--- src/rtl/shift_sub_div_pkg.sv ---
// -----------------------------------------------------------------------------
// shift_sub_div_pkg
// Shared definitions for the restoring shift-subtract divider:
//   - state_t      : FSM state encoding (IDLE, RUN, FIN)
//   - DEFAULT_N    : default operand width
//   - clog2()      : width of the iteration counter for an n-bit divide
// -----------------------------------------------------------------------------
package shift_sub_div_pkg;

   localparam int unsigned DEFAULT_N = 32;

   typedef enum logic [1:0] {
      IDLE = 2'd0,
      RUN  = 2'd1,
      FIN  = 2'd2
   } state_t;

   // Ceiling log2, never less than 1 so a counter always has at least one bit.
   function automatic int clog2(input int unsigned value);
      int result;
      result = 0;
      for (int i = 0; i < 32; i++) begin
         if ((64'd1 << i) < 64'(value)) begin
            result = i + 1;
         end
      end
      if (result == 0) begin
         result = 1;
      end
      return result;
   endfunction

endpackage

--- src/rtl/shift_sub_div_step.sv ---
// -----------------------------------------------------------------------------
// shift_sub_div_step
// One combinational restoring-division iteration.
// Ports:
//   rem_acc  [n:0]   in   partial remainder before this iteration
//   q_acc    [n-1:0] in   dividend/quotient shift register before this iteration
//   divisor  [n-1:0] in   divisor magnitude
//   rem_next [n:0]   out  partial remainder after this iteration
//   q_next   [n-1:0] out  shift register after this iteration (new LSB = quotient bit)
// -----------------------------------------------------------------------------
module shift_sub_div_step
   import shift_sub_div_pkg::*;
#(
   parameter int unsigned n = DEFAULT_N
) (
   input  logic [n:0]   rem_acc,
   input  logic [n-1:0] q_acc,
   input  logic [n-1:0] divisor,
   output logic [n:0]   rem_next,
   output logic [n-1:0] q_next
);

   // The shifted value keeps the accumulator's top bit, so one extra bit
   // makes the borrow test exact for any accumulator contents.
   logic [n+1:0] shifted_s;
   logic [n+1:0] trial_s;

   // Shift in the next dividend bit, trial-subtract, restore on borrow.
   always_comb begin
      shifted_s = {rem_acc, q_acc[n-1]};
      trial_s   = shifted_s - {2'b00, divisor};
      if (trial_s[n+1] == 1'b0) begin
         rem_next = trial_s[n:0];
         q_next   = {q_acc[n-2:0], 1'b1};
      end else begin
         rem_next = shifted_s[n:0];
         q_next   = {q_acc[n-2:0], 1'b0};
      end
   end

endmodule

--- src/rtl/shift_sub_divide.sv ---
// -----------------------------------------------------------------------------
// shift_sub_divide
// Sequential restoring divider, one quotient bit per clock, MSB first.
// Build option: define SHIFT_SUB_DIV_SIGNED_EN for two's-complement operands
// (quotient truncates toward zero, remainder takes the dividend's sign).
// Ports:
//   clk          in   rising-edge clock
//   rst          in   synchronous active-high reset (aborts a running divide)
//   start        in   request; accepted only in IDLE
//   dividend     in   numerator, captured on accepted start
//   divisor      in   denominator, captured on accepted start
//   busy         out  high while iterating
//   done         out  one-cycle pulse with valid results
//   quotient     out  result quotient, held until the next result
//   remainder    out  result remainder, held until the next result
//   div_by_zero  out  captured divisor was zero; clears on next accepted start
// -----------------------------------------------------------------------------
module shift_sub_divide
   import shift_sub_div_pkg::*;
#(
   parameter int unsigned n = DEFAULT_N
) (
   input  logic         clk,
   input  logic         rst,
   input  logic         start,
   input  logic [n-1:0] dividend,
   input  logic [n-1:0] divisor,
   output logic         busy,
   output logic         done,
   output logic [n-1:0] quotient,
   output logic [n-1:0] remainder,
   output logic         div_by_zero
);

   localparam int            CW         = clog2(n);
   localparam logic [CW-1:0] COUNT_LOAD = CW'(n - 1);

   state_t        state_r;
   state_t        state_s;
   logic [n:0]    rem_acc_r;
   logic [n:0]    rem_next_s;
   logic [n-1:0]  q_acc_r;
   logic [n-1:0]  q_next_s;
   logic [n-1:0]  divisor_r;
   logic [CW-1:0] count_r;
   logic          busy_r;
   logic          done_r;
   logic          dbz_r;
   logic [n-1:0]  quotient_r;
   logic [n-1:0]  remainder_r;

   logic          zero_div_s;
   logic          last_iter_s;
   logic [n-1:0]  dividend_mag_s;
   logic [n-1:0]  divisor_mag_s;
   logic [n-1:0]  quotient_fix_s;
   logic [n-1:0]  remainder_fix_s;

`ifdef SHIFT_SUB_DIV_SIGNED_EN
   logic neg_q_r;
   logic neg_rem_r;

   function automatic logic [n-1:0] negate(input logic [n-1:0] x);
      return ~x + {{(n-1){1'b0}}, 1'b1};
   endfunction

   // -2^(n-1) maps onto itself, which reads correctly as an unsigned magnitude.
   function automatic logic [n-1:0] magnitude(input logic [n-1:0] x);
      return x[n-1] ? negate(x) : x;
   endfunction
`endif

   shift_sub_div_step #(.n(n)) u_step (
      .rem_acc  (rem_acc_r),
      .q_acc    (q_acc_r),
      .divisor  (divisor_r),
      .rem_next (rem_next_s),
      .q_next   (q_next_s)
   );

   // Decode helpers plus operand magnitudes and result sign fix-up.
   always_comb begin
      zero_div_s  = (divisor == {n{1'b0}});
      last_iter_s = (state_r == RUN) && (count_r == {CW{1'b0}});
`ifdef SHIFT_SUB_DIV_SIGNED_EN
      dividend_mag_s  = magnitude(dividend);
      divisor_mag_s   = magnitude(divisor);
      quotient_fix_s  = neg_q_r   ? negate(q_next_s)          : q_next_s;
      remainder_fix_s = neg_rem_r ? negate(rem_next_s[n-1:0]) : rem_next_s[n-1:0];
`else
      dividend_mag_s  = dividend;
      divisor_mag_s   = divisor;
      quotient_fix_s  = q_next_s;
      remainder_fix_s = rem_next_s[n-1:0];
`endif
   end

   // FSM state register.
   always_ff @(posedge clk) begin
      if (rst) begin
         state_r <= IDLE;
      end else begin
         state_r <= state_s;
      end
   end

   // FSM next-state logic.
   always_comb begin
      state_s = state_r;
      case (state_r)
         IDLE: begin
            if (start) begin
               state_s = zero_div_s ? FIN : RUN;
            end else begin
               state_s = IDLE;
            end
         end
         RUN: begin
            if (last_iter_s) begin
               state_s = FIN;
            end else begin
               state_s = RUN;
            end
         end
         FIN:     state_s = IDLE;
         default: state_s = IDLE;
      endcase
   end

   // Capture, iteration datapath and registered outputs; results load on the
   // edge that enters FIN so done and the values appear together.
   always_ff @(posedge clk) begin
      if (rst) begin
         rem_acc_r   <= {(n+1){1'b0}};
         q_acc_r     <= {n{1'b0}};
         divisor_r   <= {n{1'b0}};
         count_r     <= {CW{1'b0}};
         busy_r      <= 1'b0;
         done_r      <= 1'b0;
         dbz_r       <= 1'b0;
         quotient_r  <= {n{1'b0}};
         remainder_r <= {n{1'b0}};
`ifdef SHIFT_SUB_DIV_SIGNED_EN
         neg_q_r     <= 1'b0;
         neg_rem_r   <= 1'b0;
`endif
      end else begin
         case (state_r)
            IDLE: begin
               done_r <= 1'b0;
               if (start) begin
                  dbz_r <= zero_div_s;
                  if (zero_div_s) begin
                     quotient_r  <= {n{1'b1}};
                     remainder_r <= dividend;
                     done_r      <= 1'b1;
                  end else begin
                     busy_r    <= 1'b1;
                     rem_acc_r <= {(n+1){1'b0}};
                     q_acc_r   <= dividend_mag_s;
                     divisor_r <= divisor_mag_s;
                     count_r   <= COUNT_LOAD;
`ifdef SHIFT_SUB_DIV_SIGNED_EN
                     neg_q_r   <= dividend[n-1] ^ divisor[n-1];
                     neg_rem_r <= dividend[n-1];
`endif
                  end
               end
            end
            RUN: begin
               rem_acc_r <= rem_next_s;
               q_acc_r   <= q_next_s;
               if (last_iter_s) begin
                  count_r     <= {CW{1'b0}};
                  busy_r      <= 1'b0;
                  done_r      <= 1'b1;
                  quotient_r  <= quotient_fix_s;
                  remainder_r <= remainder_fix_s;
               end else begin
                  count_r <= count_r - {{(CW-1){1'b0}}, 1'b1};
               end
            end
            FIN: begin
               done_r <= 1'b0;
               busy_r <= 1'b0;
            end
            default: begin
               done_r <= 1'b0;
               busy_r <= 1'b0;
            end
         endcase
      end
   end

   assign busy        = busy_r;
   assign done        = done_r;
   assign quotient    = quotient_r;
   assign remainder   = remainder_r;
   assign div_by_zero = dbz_r;

endmodule

--- config.mk ---
export PLATFORM = sky130hd
export DESIGN_NAME = shift_sub_divide
export DESIGN_NICKNAME = d
export VERILOG_FILES = /design/src/rtl/shift_sub_div_pkg.sv /design/src/rtl/shift_sub_div_step.sv /design/src/rtl/shift_sub_divide.sv
export SDC_FILE = /design/constraint.sdc
export NUM_CORES = 1
export LEC_CHECK = 0
export ABC_AREA = 1
export CAP_MARGIN = 20
export CORE_AREA = 2 2 139 141
export CTS_CLUSTER_DIAMETER = 50
export CTS_CLUSTER_SIZE = 24
export DETAILED_ROUTE_END_ITERATION = 16
export DIE_AREA = 0 0 141 143
export PLACE_DENSITY = 0.81
export SETUP_SLACK_MARGIN = 0.2
export SYNTH_ARGS = -nofsm -noshare
export SYNTH_HDL_FRONTEND = slang
export SYNTH_SLANG_ARGS = --single-unit
--- constraint.sdc ---
create_clock -name clk -period 5.4 [get_ports clk]
set_input_delay 0.81 -clock clk [delete_from_list [all_inputs] [get_ports clk]]
set_output_delay 0.81 -clock clk [all_outputs]
set_load 0.05 [all_outputs]
==> impl_metrics.toml, run 1 <==
[logic_synthesis]
synthFlopType = "dfxtp_1"
synth_area_sq_um = 10500
ys_warn_count = 0
syn_nets = 1718
synth-seq-cells = 171
synth_top_area_share_pct = 32.5
synth_top_area_cell = "dfxtp_1"
ys_types = 45
seq_area_frac_synth_pct = 32.5
synth_edf_count = 0
async_reset_ff_share_pct = 0
synthCells = 1617
syn_avg_cell_area_sq_um = 6.50
synthTopCellsByArea = "dfxtp_1 33%, nand2_1 13%, inv_1 12%, nand3_1 6.9%, o21ai_0 6.5%"

[critical_path]
path_buf_inv = 3
max_stage_delay_ns = 0.64
cp_slowest_cell = "nand2_2"
path_class = "primary input to flip-flop"
crit_fanout = 47
path_cells = "clkdlybuf4s50_1, nor4_1, nand4_1, nor2_1, nand2_1, nand2_2, inv_2, nor2_1, nand3_1, nand2_1, inv_1"
critPathCaptureType = "flip-flop"
cp-startpoint = "divisor[27]"
startpoint_type = "primary input"
worstPathArrival_ns = 4.06
required_ns = 5.74
path_delay_family = "simple AND/OR/NAND/NOR gates"
r2r_start = "state_r[0]$_SDFF_PP0_"

[timing]
worst_slew_pin_slew_ns = 0.979
fin_setup_tns_ns = 0
setup_violations = 0
timing.final.hold_violations = 0
skew_ns = 0.00936
finalCritPeriodShare_pct = 68.9
final_max_slew_viol_count = 0
clock.fmax_mhz = 269
grt_setup_unrepaired = "false"
slew_headroom_pct = 34.7
min_period_ns = 3.72

[detailed_routing]
vias = 10491
drt-initial-drc-count = 950
antenna_left = 0
post_drt_wl_per_cell_um = 15.3
drc_errors = 0
routed_wl_um = 29800
dr.pass1.iters = 6
viasPerCell = 5.37

[floorplanning]
die_w_um = 141
io_pins = 134
core_area_sq_um = 18600
start_util_pct = 56.6
dieArea_sq_um = 20200
fp.dieH_um = 143
num_rows = 50

[clock_tree]
cts_resized = 0
cts_tree = "built"
cts_hold_buf = 0
cts_setup_buffers = 0
numCtsBuffers = 17
clkSinkCount = 171
clkLatencyLatePin_ns = 0.44
clockRootBuffer = "clkbuf_16"
htreeDepth = 4
path_clk_slew_ns = 0.08
clockBufferDepth = 2

[place]
place_area_sq_um = 11800
place.gp.congestion = 0.922
dp_hpwl_um = 21900
io_buffers = 133

[run]
cap_violations = 0

[power_and_ir_drop]
leakagePower_nw = 6.59
power_density_nw_per_um2 = 335
ir_drop_mv = 0.249

[final_layout]
final_common_cell = "nand2_1"
final_nets = 1806
area_growth_pct = 17.9
diodes = 0
fin_area_sq_um = 12400
drive_above_1_share_pct = 6.81
mostFrequentLayoutCells = "355 x nand2_1, 344 x inv_1, 171 x dfxtp_1"

[outcome]
status = "finished, final reports clean"

[global_route]
track_usage_pct = 29.5
grt_max_degree = 114
grt_overflow_total = 0
grt_pass1_wl_um = 47700
antenna_found_initial = 0
grt_pass1_vias = 9593

[worst_hold_path]
worstHoldStart = "divisor_r[29]$_SDFFE_PP0P_"
min_path_type = "flip-flop to flip-flop"
## registers in the layout, summed over array words and instances (netlist names)
signal / cells
divisor_r: 32
rem_acc_r: 33
busy: 1
div_by_zero: 1
state_r: 2
done: 1
count_r: 5
quotient: 32
q_acc_r: 32
remainder: 32
## power breakdown
group / total [mW] / switching [mW] / internal [mW]
clock network: 1.28 / 0.608 / 0.671
logic: 1.44 / 0.993 / 0.450
registers: 1.43 / 0.0629 / 1.37
## worst paths after layout
check                           depth (start not counted)                          to  slack, ns
worst max-delay path                                   11  remainder[20]$_SDFFE_PP0P_       1.68
worst min-delay path                                    2  divisor_r[29]$_SDFFE_PP0P_       0.46
worst max register to register                         12  remainder[20]$_SDFFE_PP0P_       2.49
worst min register to register                          2  divisor_r[29]$_SDFFE_PP0P_       0.46
## cells in the mapped netlist, types with 22 or more instances
| cell type | n |
|---|---|
| nand4_1 | 44 |
| nand3_2 | 22 |
| inv_1 | 344 |
| ha_1 | 33 |
| nor2_1 | 85 |
| o211ai_1 | 33 |
| nand2_1 | 356 |
| nand3_1 | 144 |
| a21oi_1 | 88 |
| o21ai_0 | 136 |
| dfxtp_1 | 171 |
| clkbuf_1 | 38 |
## tightest hold or removal path: stages (launching register included)
cell	delay [ns]
dfxtp_1	0.30
inv_1	0.06
a21oi_1	0.05
## layout make-up
cell class                      count  area (sq um)
Timing Repair Buffer              142          1430
Tap cell                          234           293
Sequential cell                   171          3420
Clock buffer                       17           425
Clock inverter                     15           190
Inverter                          354          1330
Fill cell                        1654          6180
Multi-Input combinational cell   1019          5310
## cells by family after synthesis
family	Yosys count	share of synthesized area [%]
xor gates and xnor gates	16	1.33
AOI/OAI and AO/OA	269	14.0
and+or+nand+nor	700	30.9
adders and majority gates	34	4.12
DFF	171	32.5
buffers and inverters	427	17.1
## stage by stage
stage | util (%) | total power, mW | hold slack (ns) | instances | setup WS, ns
floorplan | - | 2.52 | 0.433 | 1617 | 3.22
global placement | 63.3 | 2.85 | 0.445 | 1919 | 1.43
detailed placement | 63.3 | 2.86 | 0.452 | 1919 | 1.38
CTS | 66.6 | 4.14 | 0.462 | 1951 | 1.83
global route | 66.7 | 4.37 | 0.482 | 1952 | 1.49
finish | 66.7 | 4.15 | 0.463 | 1952 | 1.68
## routing by layer
metal / vias to the layer above / track usage, % / part of all wire (%)
met2: 370 / 47.2 / 45
li1: 5277 / - / -
met3: 50 / 5.43 / 7.6
met1: 4794 / 40.9 / 45
met5: - / 0 / 0
met4: 0 / 8.74 / 2.3
No activity file was read; power rests on OpenSTA's default activity.
==> run 2: changes to the inputs <==
Settings changed: CORE_AREA 2 2 139 141 to 2 2 147 149, DIE_AREA 0 0 141 143 to 0 0 149 151, PLACE_DENSITY 0.81 to 0.77.
Clock period 5.4 ns to 3.15 ns, I/O delays scaled along.
==> impl_metrics.toml, run 2 (synthesis results as in run 1) <==
[outcome]
status = "finished, final reports clean"

[final_layout]
final_util_pct = 60.2
area_growth_pct = 19.1
drive_above_1_share_pct = 6.97
largest_reg_flops = 33
final_nets = 1809
fin_cells = 1997
mostFrequentLayoutCells = "355 x nand2_1, 344 x inv_1, 171 x dfxtp_1"
regMostFlops = "rem_acc_r"
final_common_cell = "nand2_1"

[critical_path]
cp_slowest_cell = "dfxtp_1"
required_ns = 3.53
cpMostUsedCell = "nand2_1"
path_class = "flip-flop to flip-flop"
path_delay_family = "simple AND/OR/NAND/NOR gates"
critPathCaptureType = "flip-flop"
crit_fanout = 26
path_buf_inv = 2
worstPathArrival_ns = 3.06
max_stage_delay_ns = 0.45
path_cells = "ha_1, nand2_2, inv_2, nand2_1, nand2_1, nand2_1, nand3_2, nand2_2, nand2_4, nand2_4, nand3_4, nand2_8, nand3_1, nand3_1, nand2_1, inv_1"
startpoint_type = "flip-flop"

[place]
dp_hpwl_um = 21800
place.gp.congestion = 0.974
dp_cells = 1964
io_buffers = 133

[global_route]
grt_pass1_vias = 9577
grt_overflow_total = 0
track_usage_pct = 26.6
grt_pass1_wl_um = 47700
antenna_found_initial = 1
grt_max_degree = 103

[detailed_routing]
vias = 10423
post_drt_wl_per_cell_um = 14.9
antenna_left = 0
drt-initial-drc-count = 939
routed_wl_um = 29800
viasPerCell = 5.22
drc_errors = 0
dr.pass1.iters = 5

[power_and_ir_drop]
leakagePower_nw = 6.62
clock_power_share_pct = 31.3
comb_power_share_pct = 34.6
power_switching_mw = 2.83
power.share.switching_pct = 39.4
ir_drop_mv = 0.382
internal_power_mw = 4.35
power_density_nw_per_um2 = 573
seqPwrFrac_pct = 34.1

[clock_tree]
path_clk_slew_ns = 0.07
cts_setup_buffers = 0
clkSinkCount = 171
clockRootBuffer = "clkbuf_16"
cts_tree = "built"
numCtsBuffers = 17
clockBufferDepth = 2
cts_hold_buf = 0
htreeDepth = 4
cts_resized = 0
clkLatencyLatePin_ns = 0.44

[floorplanning]
dieArea_sq_um = 22500
start_util_pct = 50.5
die_w_um = 149
num_rows = 53
fp.dieH_um = 151
io_pins = 134
core_area_sq_um = 20800

[timing]
slew_headroom_pct = 54.1
whs_ns = 0.460
skew_ns = 0.00911
final_max_slew_viol_count = 0
finalCritPeriodShare_pct = 85.1
min_period_ns = 2.68
worst_slew_pin_slew_ns = 0.688
setup_violations = 0
fin_setup_tns_ns = 0
timing.final.hold_violations = 0
clock.fmax_mhz = 373
grt_setup_unrepaired = "false"

[run]
cap_violations = 0

[worst_hold_path]
min_path_type = "flip-flop to flip-flop"
run 2: final timing paths:
check / startpoint / end / slack, ns / depth (start not counted)
max: rem_acc_r[2]$_SDFFE_PP0P_ / remainder[2]$_SDFFE_PP0P_ / 0.47 / 16
min: busy$_SDFFE_PP0P_ / busy$_SDFFE_PP0P_ / 0.46 / 2
max reg2reg: rem_acc_r[2]$_SDFFE_PP0P_ / remainder[2]$_SDFFE_PP0P_ / 0.47 / 16
min reg2reg: busy$_SDFFE_PP0P_ / busy$_SDFFE_PP0P_ / 0.46 / 2
run 2: power by group through the flow:
stage / Clock, mW / Combinational [mW] / Sequential, mW
finish: 2.24 / 2.48 / 2.45
global route: 2.35 / 2.74 / 2.46
CTS: 2.26 / 2.45 / 2.45
detailed placement: 0 / 2.43 / 2.49
global placement: 0 / 2.41 / 2.49
floorplan: 0 / 1.67 / 2.65
run 2: cell type report:
cell class | count | area [sq um]
Inverter | 354 | 1330
Antenna cell | 1 | 2.50
Fill cell | 1953 | 8290
Timing Repair Buffer | 145 | 1500
Sequential cell | 171 | 3420
Clock buffer | 17 | 425
Clock inverter | 15 | 198
Tap cell | 275 | 344
Multi-Input combinational cell | 1019 | 5310
run 2: stage by stage:
stage               power, mW  area (sq um)  setup WS [ns]
floorplan                4.32         10500           1.12
global placement         4.90         11900          0.232
detailed placement       4.92         11900          0.258
CTS                      7.16         12500          0.519
global route             7.56         12500          0.262
finish                   7.17         12500          0.470
run 2: worst min-delay path, cell delays in order (launching register included):
cell	delay, ns
dfxtp_1	0.32
inv_1	0.05
a21oi_1	0.05
run 2: layer usage:
layer  wire, um  up-vias  GRT usage (%)
li1           -     5283              -
met1      13900     4734           37.2
met2      13100      350           41.3
met3       1960       56           4.25
met4        848        0           9.71
met5          0        -              0
